[src/rtl/phy_pkg.sv]
// Shared constants and types for the PHY receive synchronization logic.
package phy_pkg;

    localparam logic [7:0] COMMA_CHAR   = 8'hBC;
    localparam int         SYNC_CNT_DEF = 4;
    localparam int         LOSS_CNT_DEF = 4;

    typedef enum logic {
        SEARCH = 1'b0,
        SYNC   = 1'b1
    } lane_state_e;

endpackage

[src/rtl/phy_lane_sync.sv]
// Per-lane comma hunt / sync-hold FSM. data_ok_o flags a non-idle, error-free
// byte seen while this lane is in SYNC.
module phy_lane_sync
    import phy_pkg::*;
#(
    parameter int              DATA_W   = 8,
    parameter logic [DATA_W-1:0] COMMA  = COMMA_CHAR,
    parameter int              SYNC_CNT = SYNC_CNT_DEF,
    parameter int              LOSS_CNT = LOSS_CNT_DEF
) (
    input  logic              clk_f,
    input  logic              reset,
    input  logic              enable,
    input  logic [DATA_W-1:0] data_i,
    input  logic              err_i,
    output logic              in_sync_o,
    output logic              data_ok_o
);

    localparam logic [2:0] SYNC_LAST = 3'(SYNC_CNT - 1);
    localparam logic [2:0] LOSS_LAST = 3'(LOSS_CNT - 1);

    lane_state_e state_q, state_d;
    logic [2:0]  ccnt_q, ccnt_d;
    logic [2:0]  ecnt_q, ecnt_d;
    logic        is_comma;

    assign is_comma  = (data_i == COMMA);
    assign in_sync_o = (state_q == SYNC);

    always_ff @(posedge clk_f or posedge reset) begin
        if (reset) begin
            state_q <= SEARCH;
            ccnt_q  <= 3'd0;
            ecnt_q  <= 3'd0;
        end else begin
            state_q <= state_d;
            ccnt_q  <= ccnt_d;
            ecnt_q  <= ecnt_d;
        end
    end

    // Errors outrank commas in SYNC; an errored comma never counts toward sync.
    always_comb begin
        state_d   = state_q;
        ccnt_d    = ccnt_q;
        ecnt_d    = ecnt_q;
        data_ok_o = 1'b0;
        if (!enable) begin
            state_d = SEARCH;
            ccnt_d  = 3'd0;
            ecnt_d  = 3'd0;
        end else begin
            case (state_q)
                SEARCH: begin
                    if (is_comma && !err_i) begin
                        if (ccnt_q == SYNC_LAST) begin
                            state_d = SYNC;
                            ccnt_d  = 3'd0;
                        end else begin
                            ccnt_d = ccnt_q + 3'd1;
                        end
                    end else begin
                        ccnt_d = 3'd0;
                    end
                end
                SYNC: begin
                    if (err_i) begin
                        if (ecnt_q == LOSS_LAST) begin
                            state_d = SEARCH;
                            ecnt_d  = 3'd0;
                        end else begin
                            ecnt_d = ecnt_q + 3'd1;
                        end
                    end else begin
                        ecnt_d    = 3'd0;
                        data_ok_o = !is_comma;
                    end
                end
                default: begin
                    state_d = SEARCH;
                    ccnt_d  = 3'd0;
                    ecnt_d  = 3'd0;
                end
            endcase
        end
    end

endmodule

[src/rtl/phy_rx_sync_ctrl.sv]
// Two-lane receive sync controller: lanes sync independently, but data is only
// released while both lanes are in SYNC.
module phy_rx_sync_ctrl
    import phy_pkg::*;
#(
    parameter int                DATA_W   = 8,
    parameter logic [DATA_W-1:0] COMMA    = COMMA_CHAR,
    parameter int                SYNC_CNT = SYNC_CNT_DEF,
    parameter int                LOSS_CNT = LOSS_CNT_DEF
) (
    input  logic              clk_f,
    input  logic              reset,
    input  logic              enable,
    input  logic [DATA_W-1:0] data_in_0,
    input  logic [DATA_W-1:0] data_in_1,
    input  logic              err_in_0,
    input  logic              err_in_1,
    output logic [DATA_W-1:0] data_out_0,
    output logic [DATA_W-1:0] data_out_1,
    output logic              valid_out_0,
    output logic              valid_out_1,
    output logic              sync_0,
    output logic              sync_1,
    output logic              active_out
);

    logic              in_sync_0, in_sync_1;
    logic              data_ok_0, data_ok_1;
    logic              both_sync;
    logic [DATA_W-1:0] data0_q, data0_d, data1_q, data1_d;
    logic              valid0_q, valid0_d, valid1_q, valid1_d;

    phy_lane_sync #(
        .DATA_W(DATA_W), .COMMA(COMMA), .SYNC_CNT(SYNC_CNT), .LOSS_CNT(LOSS_CNT)
    ) u_lane0 (
        .clk_f(clk_f), .reset(reset), .enable(enable),
        .data_i(data_in_0), .err_i(err_in_0),
        .in_sync_o(in_sync_0), .data_ok_o(data_ok_0)
    );

    phy_lane_sync #(
        .DATA_W(DATA_W), .COMMA(COMMA), .SYNC_CNT(SYNC_CNT), .LOSS_CNT(LOSS_CNT)
    ) u_lane1 (
        .clk_f(clk_f), .reset(reset), .enable(enable),
        .data_i(data_in_1), .err_i(err_in_1),
        .in_sync_o(in_sync_1), .data_ok_o(data_ok_1)
    );

    assign both_sync = in_sync_0 & in_sync_1;

    // A lane keeps loading its data bytes even while the other lane lags,
    // but valid is only raised once both state registers are in SYNC.
    always_comb begin
        data0_d  = data_ok_0 ? data_in_0 : data0_q;
        data1_d  = data_ok_1 ? data_in_1 : data1_q;
        valid0_d = data_ok_0 & both_sync;
        valid1_d = data_ok_1 & both_sync;
    end

    always_ff @(posedge clk_f or posedge reset) begin
        if (reset) begin
            data0_q  <= '0;
            data1_q  <= '0;
            valid0_q <= 1'b0;
            valid1_q <= 1'b0;
        end else begin
            data0_q  <= data0_d;
            data1_q  <= data1_d;
            valid0_q <= valid0_d;
            valid1_q <= valid1_d;
        end
    end

    assign data_out_0  = data0_q;
    assign data_out_1  = data1_q;
    assign valid_out_0 = valid0_q;
    assign valid_out_1 = valid1_q;
    assign sync_0      = in_sync_0;
    assign sync_1      = in_sync_1;
    assign active_out  = both_sync;

endmodule

[config.mk]
export PLATFORM = sky130hd
export DESIGN_NAME = phy_rx_sync_ctrl
export DESIGN_NICKNAME = d
export VERILOG_FILES = /design/src/rtl/phy_pkg.sv /design/src/rtl/phy_lane_sync.sv /design/src/rtl/phy_rx_sync_ctrl.sv
export SDC_FILE = /design/constraint.sdc
export NUM_CORES = 1
export LEC_CHECK = 0
export CORE_MARGIN = 4
export CORE_UTILIZATION = 44
export CTS_BUF_LIST = sky130_fd_sc_hd__clkbuf_8
export DETAILED_ROUTE_END_ITERATION = 7
export GPL_ROUTABILITY_DRIVEN = 1
export PLACE_DENSITY = 0.77
export SLEW_MARGIN = 40
export SYNTH_ARGS = -nofsm -noshare
export SYNTH_HDL_FRONTEND = slang
export SYNTH_SLANG_ARGS = --single-unit
[constraint.sdc]
create_clock -name clk_f -period 1.4 [get_ports clk_f]
set_input_delay 0.35 -clock clk_f [delete_from_list [all_inputs] [get_ports clk_f]]
set_output_delay 0.35 -clock clk_f [all_outputs]
set_load 0.01 [all_outputs]
==> reports/summary.md, run 1 <==
The arrival time at the worst endpoint came out at 1.67 ns. The area growth from synthesis to final layout came out at 50.71%. For the final antenna diode count, the log shows 0. Of the cells placed in the final design, the portion with a size suffix greater than 1 is 41.49%. Summing internal, switching and leakage power gives 1.674 mW. Setup repair after global routing could not meet its margin everywhere.

The number of buffers inserted by hold repair at cts is 0. The logs give 5 for the number of clock buffers inserted by TritonCTS and 53.83% for the sequential-to-total area share from yosys stat. Setup violations remaining at the end of the flow were counted as 7. Leaving out fill and tap cells, the most frequent cell in the layout is dfrtp_1. The floorplan step defined a die boundary enclosing 0.004375 mm^2. The Yosys step of the flow raised 0 warnings. The maximum buffer depth of the clock tree is 2, and the detailed-placement wirelength estimate is 2.634 mm. The analysis attributes to cell leakage a power of 1.211 nW.

Placeable core area: 0.003153 mm^2. Number of remaining DRC errors: 0. The final reports fail on setup timing. The cell family contributing the most delay on the critical path is simple AND/OR/NAND/NOR gates. The startpoint identified for the worst hold timing path is data_in_1[6].

In this run the worst path has a maximum fanout of 3. The first TritonRoute pass finished after 5 iterations. Synthesis inferred 32 register bits. The synthesized design devotes to its leading area cell type 53.83% of total area. TritonCTS built the clock tree. Walking the worst path, the cells encountered are ha_2 > nor2b_4 > or4_4 > o21ai_1 > and2_1. Global routing finished with a remaining overflow of 0. By area the synthesized netlist is led by dfrtp_1 54%, mux2_4 8.1%, mux2_2 6.1%, a21boi_0 3.5%, ha_1 3.4%.

The number of buffer cells added on primary ports was 41. Leaving out fill and tap cells, the most frequent cells in the layout are 32 x dfrtp_1, 26 x buf_4, 24 x dlygate4sd2_1. The final route contains 1,202 vias.

Summed over all instances, the cell type with the most area after synthesis is dfrtp_1. For this run, the share of the core covered by cells in the final layout is 71.11%. The tools report the worst IR drop on VDD as 0.5885 mV. Clock latency on the worst-skew pair, taken at its later pin, is 0.28 ns.

Counting I/O delays and the setup requirement, the final critical path takes 1.454 ns. The number of global-route vias before repair came out at 1,317. The largest clock skew in the final design is 0.003514 ns. The tools report the wire length of the first global-routing pass as 6.223 mm.

In the final routed layout, each cell accounts on average for 16.22 um. Via density per instance: 5.181. The number of distinct library cells after synthesis came out at 32. In this run the count of I/O pins placed on the die edge is 42. The startpoint of the lowest-slack register-to-register path is u_lane1.ccnt_q[1]. The maximum achievable frequency was 687.7 MHz; the synthesized cell area was 0.001488 mm^2. Number of pins exceeding their max-slew limit in the final report: 0.

The worst setup path is launched from a flop. The tools report the total count of hold-check failures in the final report as 0. The tools report the required time at the endpoint of the critical path as 1.62 ns. The slowest stage of the critical path belongs to the cell or4_4. In this run the power density over the cells is 746.5 mW/mm^2. Global routing used 19.42% of the available tracks across all layers. The number of nets handed over by synthesis was 141. The endpoint kind of the worst setup timing path is a flop.

On the worst path, the slowest cell contributes a delay of 0.41 ns. The post-layout net count is 215, and the number of violations of the max-capacitance limit is 0. The critical path in this run is classified as reg2reg.

The die is 66.15 um wide. The combined buffer and inverter count along the critical path is 0, and the wire length after detailed routing is 3.763 mm. For the final setup slack of the worst path, the log shows -0.05417 ns. Clock-pin slew was measured on the worst setup and hold paths at 0.06 ns. Mean instance size in the synthesized netlist: 12.82 um^2. The initialized floorplan defines 20 standard-cell rows. For the pin with the worst max-slew slack, the measured transition is 0.2411 ns. Entering global routing, the biggest net connects 33 pins.

The min-delay analysis places its worst path in the category in2reg. Tracing the worst setup path back leads to its startpoint at u_lane1.ccnt_q[1]. The gate count after technology mapping is 116, and the deepest level of the CTS H-tree is 2. The tree is rooted in a clkbuf_8. The detail route stage leaves a number of antenna-violating nets equal to 0.

Height of the chip: 66.15 um. Initial antenna violation count: 0. For this configuration, the core starts out at a cell density of 47.18%. The run finished, with violations left. The run gives 83.78% as the worst max-slew margin expressed relative to the limit.

Counting every sink on the clock net gives 32. At the end of routability-driven placement, the weighted congestion stood at 0.8170. The worst path uses 103.9% of the clock period.

For the number of DRC markers after the initial detailed-route iteration, the log shows 40.
-- final timing paths --
kind                                           to  slack, ns  cells past startpoint
worst min register to register      data_out_0[6]       0.51                      1
worst max-delay path            u_lane1.ccnt_q[0]      -0.05                      5
worst min-delay path                data_out_1[6]       0.30                      2
max in group asynchronous           data_out_1[1]       0.81                      3
worst max register to register  u_lane1.ccnt_q[0]      -0.05                      5
min in group asynchronous           data_out_1[4]       0.42                      3
-- routing by layer --
metal	global-route usage (%)	up-vias	wire length [um]	part of all wire, %
li1	-	571	-	-
met1	21.55	604	1514	40
met2	35.07	22	2033	54
met3	4.422	5	140	3.7
met4	8.376	0	75	2.0
met5	0	-	0	0
-- stage by stage --
stage	setup slack, ns	cells	hold slack (ns)	TNS (ns)	area [um^2]
after floorplan	-0.1643	116	0.4662	-1.384	1488
after global placement	-0.7083	215	0.4833	-14.18	2091
after detailed placement	-0.7677	215	0.4954	-15.56	2091
after CTS	-0.03619	228	0.2895	-0.1334	2200
after global routing	-0.09675	232	0.2855	-0.4385	2242
final	-0.05417	232	0.2975	-0.2053	2242
-- where the power goes --
group	switching (mW)	total [mW]	internal, mW
Clock	0.300	0.619	0.319
Sequential	0.0000697	0.925	0.925
Combinational	0.0653	0.129	0.0640
Total	0.365	1.67	1.31
-- state kept, by name, indices dropped and copies added (netlist names), 3 cells and up --
register / cells
u_lane0.ccnt_q: 3
u_lane1.ecnt_q: 3
data_out_0: 8
data_out_1: 8
u_lane1.ccnt_q: 3
u_lane0.ecnt_q: 3
-- logic make-up after synthesis --
logic type	Yosys count	synth area share [%]
flip-flops	32	53.83
buffers and inverters	7	2.271
AND/OR/NAND/NOR	41	18.67
multiplexers	17	14.80
adder cells (fa/ha/maj)	4	3.364
AO/OA/AOI/OAI	15	7.065
-- cells in the mapped netlist, drive strengths merged --
master  number
and3         2
or4          3
and2b        1
nand3        4
and2         4
dfrtp       32
mux2i        1
and4         1
nor2b        2
nand3b       2
inv          3
nand2b       7
nand4b       1
mux2        16
ha           4
o21ai        5
a21boi       8
and4b        1
buf          2
o211a        2
nor4         1
nor2         1
nand4        4
nand2        4
nor3         3
clkbuf       2
-- what timing repair did --
action	CTS	global route
hold endpoints to repair	0	0
resized for setup	100	7
endpoints found under the setup margin	45	16
buffers inserted	7	4
cloned	2	0
pin swaps	9	0
-- layout make-up --
cell class	count	area, um^2
inverter	3	11.26
sequential	32	800.8
clock buffer	5	68.82
fill	243	910.9
timing repair buffer	69	549.3
tap	44	55.05
multi-input combinational	79	757.0
Power figures use the tool's default switching activity.
==> run 2, diff against run 1 <==
--- a/config.mk
+++ b/config.mk
@@ -5,6 +5,7 @@
 export SDC_FILE = /design/constraint.sdc
 export NUM_CORES = 1
 export LEC_CHECK = 0
+export CAP_MARGIN = 20
 export CORE_MARGIN = 4
 export CORE_UTILIZATION = 44
 export CTS_BUF_LIST = sky130_fd_sc_hd__clkbuf_8
==> results of run 2 <==
Final layout, timing and power as in run 1 (identical DEF).
==> run 3, diff against run 2 <==
--- a/config.mk
+++ b/config.mk
@@ -9,9 +9,12 @@
 export CORE_MARGIN = 4
 export CORE_UTILIZATION = 44
 export CTS_BUF_LIST = sky130_fd_sc_hd__clkbuf_8
+export CTS_CLUSTER_SIZE = 14
 export DETAILED_ROUTE_END_ITERATION = 7
 export GPL_ROUTABILITY_DRIVEN = 1
 export PLACE_DENSITY = 0.77
+export RECOVER_POWER = 25
+export SKIP_CTS_REPAIR_TIMING = 1
 export SLEW_MARGIN = 40
 export SYNTH_ARGS = -nofsm -noshare
 export SYNTH_HDL_FRONTEND = slang
==> reports/summary.md, run 3 (synthesis gave the netlist of run 1 again) <==
For the weighted congestion at the end of routability-driven global placement, the log shows 0.8170 (unchanged). The number of clock buffers inserted by TritonCTS is 5 (unchanged), and the placeable core area is 0.003153 mm^2 (unchanged). The residual antenna-violating net count after detailed routing is 0 (unchanged), and the height of the chip is 66.15 um (unchanged). The maximum buffer depth of the clock tree is 2 (unchanged). Flop-to-flop setup slack: -0.09 ns (-0.04 ns). The via density per instance is 5.298 (+2.3%).

The power per standard cell area is 725.3 mW/mm^2 (-2.8%), and the number of global-route vias before repair is 1,249 (-5.2%). The width of the die was 66.15 um (unchanged); the maximum fanout along the worst path was 3 (unchanged). The tools report the required time at the endpoint of the critical path as 1.62 ns (about the same). The logs give -0.09260 ns (-0.03843 ns) for the final setup slack of the worst path and 3.760 mm (about the same) for the wire length after detailed routing. Path type of the worst setup path: reg2reg. Busiest metal layer after global routing: met2.

The logs give 19.59% (-2.0 points) for the global-route track usage on met1 and 0.5082 mV (-14%) for the worst IR drop on VDD. The slowest stage of the critical path belongs to the cell or4_1. The library cell used most frequently in the layout, excluding fill and tap cells, is dlymetal6s2s_1. The worst hold path depth was 2 (unchanged). Number of remaining DRC errors: 0 (unchanged).

The final worst-path cycle share works out to 106.6% (+2.7 points). The endpoint kind of the worst setup timing path is a flop. The tools report the row count as 20 (unchanged). Clock tree synthesis selected as its root buffer the cell clkbuf_8.

Arrival time at the worst endpoint: 1.71 ns (+0.04 ns). The worst max-slew margin expressed relative to the limit came out at 47.19% (-37 points). The run gives -0.3309 ns (-0.1256 ns) as the total negative setup slack. The tools report the global-route total usage across every layer as 17.73% (-1.7 points).

The number of buffer cells added on primary ports was 41 (unchanged). The startpoint of the lowest-slack register-to-register path was u_lane1.ccnt_q[1]. The tools report the met2 routing resource usage after global routing as 31.10% (-4.0 points). The total count of hold-check failures in the final report was 0 (unchanged); the fraction of final layout cells sized beyond drive strength 1 was 32.04% (-9.4 points).

For the number of sinks handled by clock tree synthesis, the log shows 32 (unchanged). The run gives 0 (unchanged) as the total congestion overflow after global routing. The deepest level of the CTS H-tree came out at 2 (unchanged). The run finished, with violations left.

The clock latency at the later pin of the worst-skew pair was 0.28 ns (about the same); the initial antenna violation count was 0 (unchanged). The largest clock skew in the final design was 0.005110 ns (+0.001596 ns). The reg-to-reg critical path endpoint is u_lane1.ccnt_q[0]. In the layout the commonest cells are 35 x dlymetal6s2s_1, 32 x dfrtp_1, 20 x buf_4. The tools report the area of the die as 0.004375 mm^2 (unchanged). The final-report setup violation count is 7 (unchanged), and the clock period minus worst slack is 1.493 ns (+0.03843 ns). The path with the worst hold slack has its endpoint at data_out_0[3]. The final antenna diode count is 0 (unchanged), and the clock edge transition at the registers on the reported setup and hold paths is 0.06 ns (about the same). The maximum achievable frequency is 670.0 MHz (-2.6%), and the number of pins exceeding their max-slew limit in the final report is 0 (unchanged).

Walking the worst path, the cells encountered are ha_1 > nor2b_1 > or4_1 > o21ai_1 > and2_1. The run gives 0 (unchanged) as the number of violations of the max-capacitance limit. The final reports fail on setup timing. For the wire length of the first global-routing pass, the log shows 5.727 mm (-8.0%).

The post-layout net count was 208 (-3.3%); the fraction of met3 tracks used by global routing was 4.422% (unchanged). The number of detailed-routing iterations run before antenna repair is 4 (-1). Leakage power figure: 1.597 nW (+32%).

Final hold slack: 0.3150 ns (+0.01745 ns). Post-detailed-route wirelength per cell: 16.71 um (+3.0%). Detailed-placement wirelength estimate: 2.634 mm (unchanged). TritonCTS built the clock tree. The starting utilization of the core area was 47.18% (unchanged); the largest net degree at the start of global routing was 33 (unchanged). The peak per-stage delay on the critical path works out to 0.41 ns (about the same). The area growth from synthesis to final layout was 56.43%. Number of DRC markers after the initial detailed-route iteration: 68 (+70%). The logs give 211 (-13%) for the filler cell count in the final layout and 42 (unchanged) for the I/O pin count.

The tightest min-delay check is of the in2reg type. Setup repair after global routing could not meet its margin everywhere. The worst setup path is launched from a flop. The slew at the pin closest to its max-slew limit is 0.7921 ns (+0.5510 ns).

The final design utilization was 73.81% (+2.7 points); the worst reg2reg path depth was 5 (unchanged). Worst min-delay path startpoint: data_in_0[3]. The total via count in the routed design is 1,192 (-0.83%).
run 3: worst max path at each step:
stage,startpoint,endpoint,slack (ns),cells after the start
final,u_lane1.ccnt_q[1],u_lane1.ccnt_q[0],-0.09,5
after global routing,u_lane1.ccnt_q[1],u_lane1.ccnt_q[0],-0.16,5
after CTS,data_in_0[5],data_out_0[7],-0.47,5
after detailed placement,data_in_0[5],data_out_0[7],-0.77,5
after global placement,data_in_0[7],data_out_0[7],-0.71,5
after floorplan,data_in_0[7],data_out_0[0],-0.16,4
run 3: power by group:
| part | internal, mW | switching [mW] | total [mW] | leakage, nW |
|---|---|---|---|---|
| Sequential | 0.925 | 0.0000759 | 0.925 | 0.447 |
| Clock | 0.320 | 0.314 | 0.634 | 0.0359 |
| Combinational | 0.0647 | 0.0642 | 0.129 | 1.11 |
| Total | 1.31 | 0.378 | 1.69 | 1.60 |
run 3: area by class of cell:
class	count	area, um^2	share of cell area (%)
tap	44	55.05	2.366
clock buffer	5	68.82	2.957
inverter	3	11.26	0.4839
timing repair buffer	63	659.4	28.33
sequential	32	800.8	34.41
multi-input combinational	78	732.0	31.45
run 3: through the flow:
step | worst slack, ns | std cells | power [mW] | cell area, um^2
2_1_floorplan | -0.1643 | 116 | 0.9722 | 1488
3_3_place_gp | -0.7083 | 215 | 1.068 | 2091
3_5_place_dp | -0.7677 | 215 | 1.073 | 2091
4_1_cts | -0.4672 | 220 | 1.694 | 2160
5_1_grt | -0.1577 | 225 | 1.747 | 2327
6_report | -0.09260 | 225 | 1.688 | 2327
run 3: layer usage:
layer | up-vias | part of all wire, %
met3 | 7 | 3.8
met5 | - | 0
met1 | 603 | 40
li1 | 547 | -
met2 | 35 | 53
met4 | 0 | 2.7
run 3: critical path, delay by kind of cell (launching register included):
kind                       cells  cell delay (ns)
and+or+nand+nor                3             0.70
AOI/OAI and AO/OA              1             0.14
adders and majority gates      1             0.21
DFF                            1             0.39
